## config.mk

```make
export PLATFORM = sky130hd
export DESIGN_NAME = uart_rx
export DESIGN_NICKNAME = d
export VERILOG_FILES = /design/src/rtl/uart_pkg.sv /design/src/rtl/sync_2ff.sv /design/src/rtl/uart_rx.sv
export SDC_FILE = /design/constraint.sdc
export NUM_CORES = 1
export LEC_CHECK = 0
export BUFFER_PORTS_ARGS = -buffer_cell sky130_fd_sc_hd__clkbuf_2
export CORE_UTILIZATION = 40
export DETAILED_ROUTE_END_ITERATION = 10
export MAX_ROUTING_LAYER = met4
export PLACE_DENSITY = 0.53
export SKIP_LAST_GASP = 1
export SLEW_MARGIN = 0
export SYNTH_ARGS = -nofsm -noshare
export SYNTH_HDL_FRONTEND = slang
export SYNTH_SLANG_ARGS = --single-unit
```

## constraint.sdc

```tcl
create_clock -name clk -period 2.15 [get_ports clk]
set_clock_uncertainty 0.05 [all_clocks]
set_input_delay 0.5375 -clock clk [delete_from_list [all_inputs] [get_ports clk]]
set_output_delay 0.5375 -clock clk [all_outputs]
set_load 0.005 [all_outputs]
```

## src/rtl/uart_pkg.sv

```systemverilog
// Shared UART definitions: receiver state encoding and oversampling constants.
package uart_pkg;

  localparam int unsigned OVERSAMPLE = 16;
  localparam int unsigned MID_TICK   = 7;

  typedef enum logic [2:0] {
    RX_IDLE,
    RX_START,
    RX_DATA,
    RX_PARITY,
    RX_STOP
  } rx_state_e;

endpackage

```

## src/rtl/sync_2ff.sv

```systemverilog
// Two-flop synchronizer for a single asynchronous bit, with a selectable reset level.
module sync_2ff #(
  parameter bit RST_VAL = 1'b0
) (
  input  logic clk,
  input  logic reset,
  input  logic d,
  output logic q
);

  logic meta;

  always_ff @(posedge clk or posedge reset) begin
    if (reset) begin
      meta <= RST_VAL;
      q    <= RST_VAL;
    end else begin
      meta <= d;
      q    <= meta;
    end
  end

endmodule

```

## src/rtl/uart_rx.sv

```systemverilog
// 16x-oversampled UART receiver: start, DBIT data bits LSB-first, optional parity, stop.
// Parity checking is built only when UART_RX_PARITY_EN is defined.
module uart_rx
  import uart_pkg::*;
#(
  parameter int unsigned DBIT    = 8,
  parameter int unsigned SB_TICK = 16
`ifdef UART_RX_PARITY_EN
  ,
  parameter bit PARITY_ODD = 1'b0
`endif
) (
  input  logic       clk,
  input  logic       reset,
  input  logic       s_tick,
  input  logic       rx,
  output logic       rx_done_tick,
  output logic [7:0] dout,
  output logic       frame_err,
  output logic       parity_err
);

  rx_state_e  state_q, state_d;
  logic [4:0] s_q, s_d;
  logic [2:0] n_q, n_d;
  logic [7:0] shift_q, shift_d;
  logic [7:0] dout_d;
  logic       ferr_d;
  logic       done_d;
  logic       rx_s, rx_q;
  logic [7:0] aligned;

  sync_2ff #(.RST_VAL(1'b1)) u_sync (
    .clk   (clk),
    .reset (reset),
    .d     (rx),
    .q     (rx_s)
  );

  // Data bits enter at the MSB, so the last DBIT bits sit at the top of the register.
  assign aligned = shift_q >> (8 - DBIT);

`ifdef UART_RX_PARITY_EN
  logic pbit_q, pbit_d;
  logic perr_d;
`endif

  always_ff @(posedge clk or posedge reset) begin
    if (reset) begin
      state_q      <= RX_IDLE;
      s_q          <= 5'd0;
      n_q          <= 3'd0;
      shift_q      <= 8'd0;
      dout         <= 8'd0;
      frame_err    <= 1'b0;
      rx_done_tick <= 1'b0;
      rx_q         <= 1'b1;
    end else begin
      state_q      <= state_d;
      s_q          <= s_d;
      n_q          <= n_d;
      shift_q      <= shift_d;
      dout         <= dout_d;
      frame_err    <= ferr_d;
      rx_done_tick <= done_d;
      rx_q         <= rx_s;
    end
  end

`ifdef UART_RX_PARITY_EN
  always_ff @(posedge clk or posedge reset) begin
    if (reset) begin
      pbit_q     <= 1'b0;
      parity_err <= 1'b0;
    end else begin
      pbit_q     <= pbit_d;
      parity_err <= perr_d;
    end
  end
`else
  assign parity_err = 1'b0;
`endif

  always_comb begin
    state_d = state_q;
    s_d     = s_q;
    n_d     = n_q;
    shift_d = shift_q;
    dout_d  = dout;
    ferr_d  = frame_err;
    done_d  = 1'b0;
`ifdef UART_RX_PARITY_EN
    pbit_d  = pbit_q;
    perr_d  = parity_err;
`endif
    case (state_q)
      RX_IDLE: begin
        // rx_q gates the edge so a held-low line cannot retrigger
        if (rx_q && !rx_s) begin
          state_d = RX_START;
          s_d     = 5'd0;
        end
      end
      RX_START: begin
        if (s_tick) begin
          if (s_q == 5'(MID_TICK)) begin
            if (!rx_s) begin
              state_d = RX_DATA;
              s_d     = 5'd0;
              n_d     = 3'd0;
            end else begin
              state_d = RX_IDLE;
            end
          end else begin
            s_d = s_q + 5'd1;
          end
        end
      end
      RX_DATA: begin
        if (s_tick) begin
          if (s_q == 5'(OVERSAMPLE - 1)) begin
            s_d     = 5'd0;
            shift_d = {rx_s, shift_q[7:1]};
            if (n_q == 3'(DBIT - 1)) begin
`ifdef UART_RX_PARITY_EN
              state_d = RX_PARITY;
`else
              state_d = RX_STOP;
`endif
            end else begin
              n_d = n_q + 3'd1;
            end
          end else begin
            s_d = s_q + 5'd1;
          end
        end
      end
`ifdef UART_RX_PARITY_EN
      RX_PARITY: begin
        if (s_tick) begin
          if (s_q == 5'(OVERSAMPLE - 1)) begin
            pbit_d  = rx_s;
            s_d     = 5'd0;
            state_d = RX_STOP;
          end else begin
            s_d = s_q + 5'd1;
          end
        end
      end
`endif
      RX_STOP: begin
        if (s_tick) begin
          if (s_q == 5'(SB_TICK - 1)) begin
            dout_d  = aligned;
            ferr_d  = ~rx_s;
            done_d  = 1'b1;
            state_d = RX_IDLE;
`ifdef UART_RX_PARITY_EN
            perr_d  = ((^aligned) ^ pbit_q) != PARITY_ODD;
`endif
          end else begin
            s_d = s_q + 5'd1;
          end
        end
      end
      default: state_d = RX_IDLE;
    endcase
  end

endmodule
```

==> metrics.txt <==
# TYPE chip_impl_metric gauge
chip_impl_info{name="tritoncts",value="done"} 1
chip_impl_metric{name="detailroute.wirelength.met3",unit="um"} 112
chip_impl_info{name="timing.critical_path.to_type",value="flip-flop"} 1
chip_impl_metric{name="totalNegativeSetupSlack",unit="ps"} 0
chip_impl_metric{name="antenna-diode-count",unit=""} 0
chip_impl_metric{name="synth_fp_nets",unit=""} 148
chip_impl_metric{name="place.gp.congestion",unit=""} 0.8389
chip_impl_metric{name="global_route.usage.total",unit="%"} 15.49
chip_impl_info{name="ctsRootBufferMaster",value="sky130_fd_sc_hd__clkbuf_8"} 1
chip_impl_metric{name="routed-via-count",unit=""} 1104
chip_impl_info{name="outcome",value="finished clean"} 1
chip_impl_metric{name="power.static_leakage",unit="uW"} 0.0008935
chip_impl_metric{name="syn_avg_cell_area",unit="um^2"} 12.00
chip_impl_metric{name="core-area",unit="um^2"} 4029
chip_impl_metric{name="cts.sinks",unit=""} 32
chip_impl_metric{name="route.detailed.vias_per_inst",unit=""} 5.333
chip_impl_metric{name="max_clock_freq",unit="MHz"} 509.2
chip_impl_metric{name="clock_tree.buffer_depth",unit=""} 2
chip_impl_metric{name="layout-drive-gt1-share",unit="%"} 38.22
chip_impl_metric{name="grt_pass1_wl",unit="um"} 4912
chip_impl_info{name="postSynth.topFlopCell",value="sky130_fd_sc_hd__dfrtp_1"} 1
chip_impl_metric{name="max-vdd-ir-drop",unit="mV"} 0.4430
chip_impl_info{name="worst_hold_path_type",value="primary input to async pin"} 1
chip_impl_metric{name="finalHoldViolCount",unit=""} 0
chip_impl_metric{name="worst-endpoint-required",unit="ps"} 2260
chip_impl_info{name="worst-setup-path-type",value="flip-flop to flip-flop"} 1
chip_impl_info{name="top_layer_used",value="met4"} 1
chip_impl_metric{name="post_cts_buffers",unit=""} 0
chip_impl_metric{name="vias_in_the_first_global_route",unit=""} 1055
chip_impl_metric{name="final_setup_violation_count",unit=""} 0
chip_impl_metric{name="arrival_time_at_the_worst_endpoint",unit="ps"} 2080
chip_impl_metric{name="drt-initial-drc-count",unit=""} 37
chip_impl_metric{name="final_cell_area",unit="um^2"} 1863
chip_impl_metric{name="worst_pin_slew",unit="ps"} 504.2
chip_impl_metric{name="cts-htree-levels",unit=""} 2
chip_impl_metric{name="grt_antenna_before_repair",unit=""} 0
chip_impl_metric{name="area.growth.synth_to_final",unit="%"} 10.87
chip_impl_metric{name="die-area",unit="um^2"} 4464
chip_impl_metric{name="final.fill_count",unit=""} 387
chip_impl_metric{name="async_flop_share",unit="%"} 100.0
chip_impl_metric{name="cts.repair.resized",unit=""} 0
chip_impl_metric{name="cts_buffers",unit=""} 5
chip_impl_metric{name="final-max-slew-violation-count",unit=""} 0
chip_impl_metric{name="ys_warn_count",unit=""} 0
chip_impl_metric{name="rows",unit=""} 23
chip_impl_metric{name="mappedNetlistArea",unit="um^2"} 1680
chip_impl_metric{name="met2_wirelength",unit="um"} 1307
chip_impl_metric{name="count_of_flip_flops_with_a_built_in_enable_after_synthesis",unit=""} 0
chip_impl_metric{name="antenna_violating_nets_post_route",unit=""} 0
chip_impl_metric{name="power.density_cell_area",unit="nW/um^2"} 950.1
chip_impl_metric{name="placement.cell_area",unit="um^2"} 1755
chip_impl_metric{name="cts.hold.buffers_added",unit=""} 0
chip_impl_metric{name="portion_of_the_post_synthesis_area_used_by_sequential_elements",unit="%"} 47.88
chip_impl_metric{name="yosys.cell_types.count",unit=""} 49
chip_impl_info{name="critPathLaunchType",value="flip-flop"} 1
chip_impl_metric{name="synth_top_area_share",unit="%"} 43.19
chip_impl_metric{name="wl_per_cell",unit="um"} 13.92
chip_impl_metric{name="initial_utilization",unit="%"} 41.71
chip_impl_info{name="synth_area_leaders",value="sky130_fd_sc_hd__dfrtp_1 (43%), sky130_fd_sc_hd__mux2_2 (6.7%), sky130_fd_sc_hd__mux2_4 (6.3%), sky130_fd_sc_hd__dfstp_2 (4.7%), sky130_fd_sc_hd__buf_6 (4.0%)"} 1
chip_impl_metric{name="detail_route.first_pass.iterations",unit=""} 4
chip_impl_metric{name="top_level_ports",unit=""} 15
chip_impl_metric{name="postSynthRegisterBits",unit=""} 32
chip_impl_metric{name="die_width",unit="um"} 66.82
chip_impl_metric{name="drc_errors",unit=""} 0
chip_impl_metric{name="io_buffers",unit=""} 13
chip_impl_metric{name="cap_viol_max_count",unit=""} 0
chip_impl_metric{name="routed_wl",unit="um"} 2882
chip_impl_metric{name="clkTransAtPathRegs",unit="ps"} 60
chip_impl_metric{name="clock_insertion_delay_worst_skew",unit="ps"} 280
chip_impl_metric{name="timing.final.crit_period",unit="ps"} 1964
chip_impl_metric{name="floorplan.die.height",unit="um"} 66.82
chip_impl_metric{name="num-nets-final",unit=""} 164
chip_impl_metric{name="gr-total-overflow",unit=""} 0
chip_impl_metric{name="netlist_instances",unit=""} 140
chip_impl_metric{name="slew_headroom",unit="%"} 66.38
chip_impl_metric{name="hpwl",unit="um"} 2035
chip_impl_metric{name="timing.critical_path.fanout_max",unit=""} 11
chip_impl_metric{name="grt_start_max_net_pins",unit=""} 33
chip_impl_metric{name="wire_length_on_met1",unit="um"} 1435
chip_impl_info{name="rsz0062_at_grt",value="no"} 1
chip_impl_info{name="synth_largest_area_cell",value="sky130_fd_sc_hd__dfrtp_1"} 1
chip_impl_metric{name="min_period_over_period",unit="%"} 91.34
flip-flops by register name (all words and copies together), names as in the netlist:
name and cells:
aligned 8, dout 8, frame_err 1, n_q 3
rx_done_tick 1, rx_q 1, s_q 5, state_q 3
u_sync.meta 1, u_sync.q 1
kinds of logic (layout without fill, tap and decap cells):
kind of cell	Yosys count	after routing	share of synthesized area (%)
compound gates	29	29	12.73
mux	17	17	12.96
simple gates	43	43	16.75
fa+ha+maj	5	5	3.649
flops	32	32	47.88
other cells	1	1	0.2232
buf+inv	13	30	5.808
synthesized netlist by cell type, types with 2 or more instances:
master,instances
sky130_fd_sc_hd__ha_1,4
sky130_fd_sc_hd__nand3_1,3
sky130_fd_sc_hd__o2111ai_1,2
sky130_fd_sc_hd__o21ai_0,10
sky130_fd_sc_hd__mux2_4,7
sky130_fd_sc_hd__nor2_1,11
sky130_fd_sc_hd__inv_1,6
sky130_fd_sc_hd__nand2_1,9
sky130_fd_sc_hd__nand2_2,2
sky130_fd_sc_hd__nor3b_2,2
sky130_fd_sc_hd__dfstp_2,3
sky130_fd_sc_hd__o31ai_1,2
sky130_fd_sc_hd__dfrtp_1,29
sky130_fd_sc_hd__buf_6,6
sky130_fd_sc_hd__mux2_2,10
power by group:
part / total [uW] / internal (uW) / switching [uW] / leakage [uW]
Sequential: 761 / 659 / 103 / 0.000428
Combinational: 452 / 203 / 249 / 0.000410
Clock: 557 / 343 / 213 / 0.0000552
per-stage QoR:
| stage | hold slack (ps) | instances | utilization (%) | setup WS, ps | total power [uW] |
|---|---|---|---|---|---|
| global route | 267.6 | 207 | 46.24 | 101.3 | 1888 |
| floorplan | 295.2 | 140 | - | 401.9 | 1177 |
| global placement | 296.5 | 199 | 43.57 | 247.4 | 1217 |
| detailed placement | 297.2 | 199 | 43.57 | 196.1 | 1223 |
| CTS | 277.0 | 207 | 46.24 | 185.2 | 1790 |
| finish | 271.7 | 207 | 46.24 | 186.2 | 1770 |
final timing paths:
path                                            start               endpoint  slack (ps)  cells past startpoint
worst min-delay path                            reset    dout[0]$_DFFE_PP0P_         270                      3
max in group asynchronous                       reset         rx_q$_DFF_PP1_        1450                      3
worst max register to register     s_q[0]$_DFFE_PP0P_    dout[5]$_DFFE_PP0P_         190                      5
worst min register to register  u_sync.meta$_DFF_PP1_     u_sync.q$_DFF_PP1_         310                      0
min in group clk                                   rx  u_sync.meta$_DFF_PP1_         280                      1
worst max-delay path               s_q[0]$_DFFE_PP0P_    dout[5]$_DFFE_PP0P_         190                      5
area by class of cell:
class                   count  area (um^2)  share of cell area (%)
flip-flops and latches     32        804.5                   43.18
multi-input cells          95        778.2                   41.77
inverters                   6        22.52                   1.209
repair buffers             16        87.58                   4.701
well taps                  50        62.56                   3.358
clock buffers               6        72.57                   3.895
clock inverters             2        35.03                   1.880
layer usage:
layer  global-route usage [%]  up-vias
met1                    19.27      534
met3                    5.822        4
met4                    5.319        0
met5                        -        -
li1                         -      537
met2                    22.98       29
cell usage in the layout (no fill, tap or decap), drive strengths merged, types with 2 or more instances in the layout:
| cell type | n |
|---|---|
| nor3b | 3 |
| nand2 | 11 |
| o2111ai | 2 |
| dfrtp | 29 |
| nor2 | 11 |
| nand3 | 4 |
| inv | 6 |
| o31ai | 3 |
| nand2b | 2 |
| a21oi | 2 |
| ha | 4 |
| a22oi | 2 |
| clkbuf | 19 |
| o21ai | 12 |
| mux2 | 17 |
| dfstp | 3 |
| buf | 3 |
worst max-delay path, cell delays in order (launching register included):
cell and delay, ps:
sky130_fd_sc_hd__dfrtp_1 410, sky130_fd_sc_hd__ha_1 280, sky130_fd_sc_hd__and3b_2 270, sky130_fd_sc_hd__and3_4 200, sky130_fd_sc_hd__nand2_2 250, sky130_fd_sc_hd__mux2_2 380
Power figures use the tool's default switching activity.
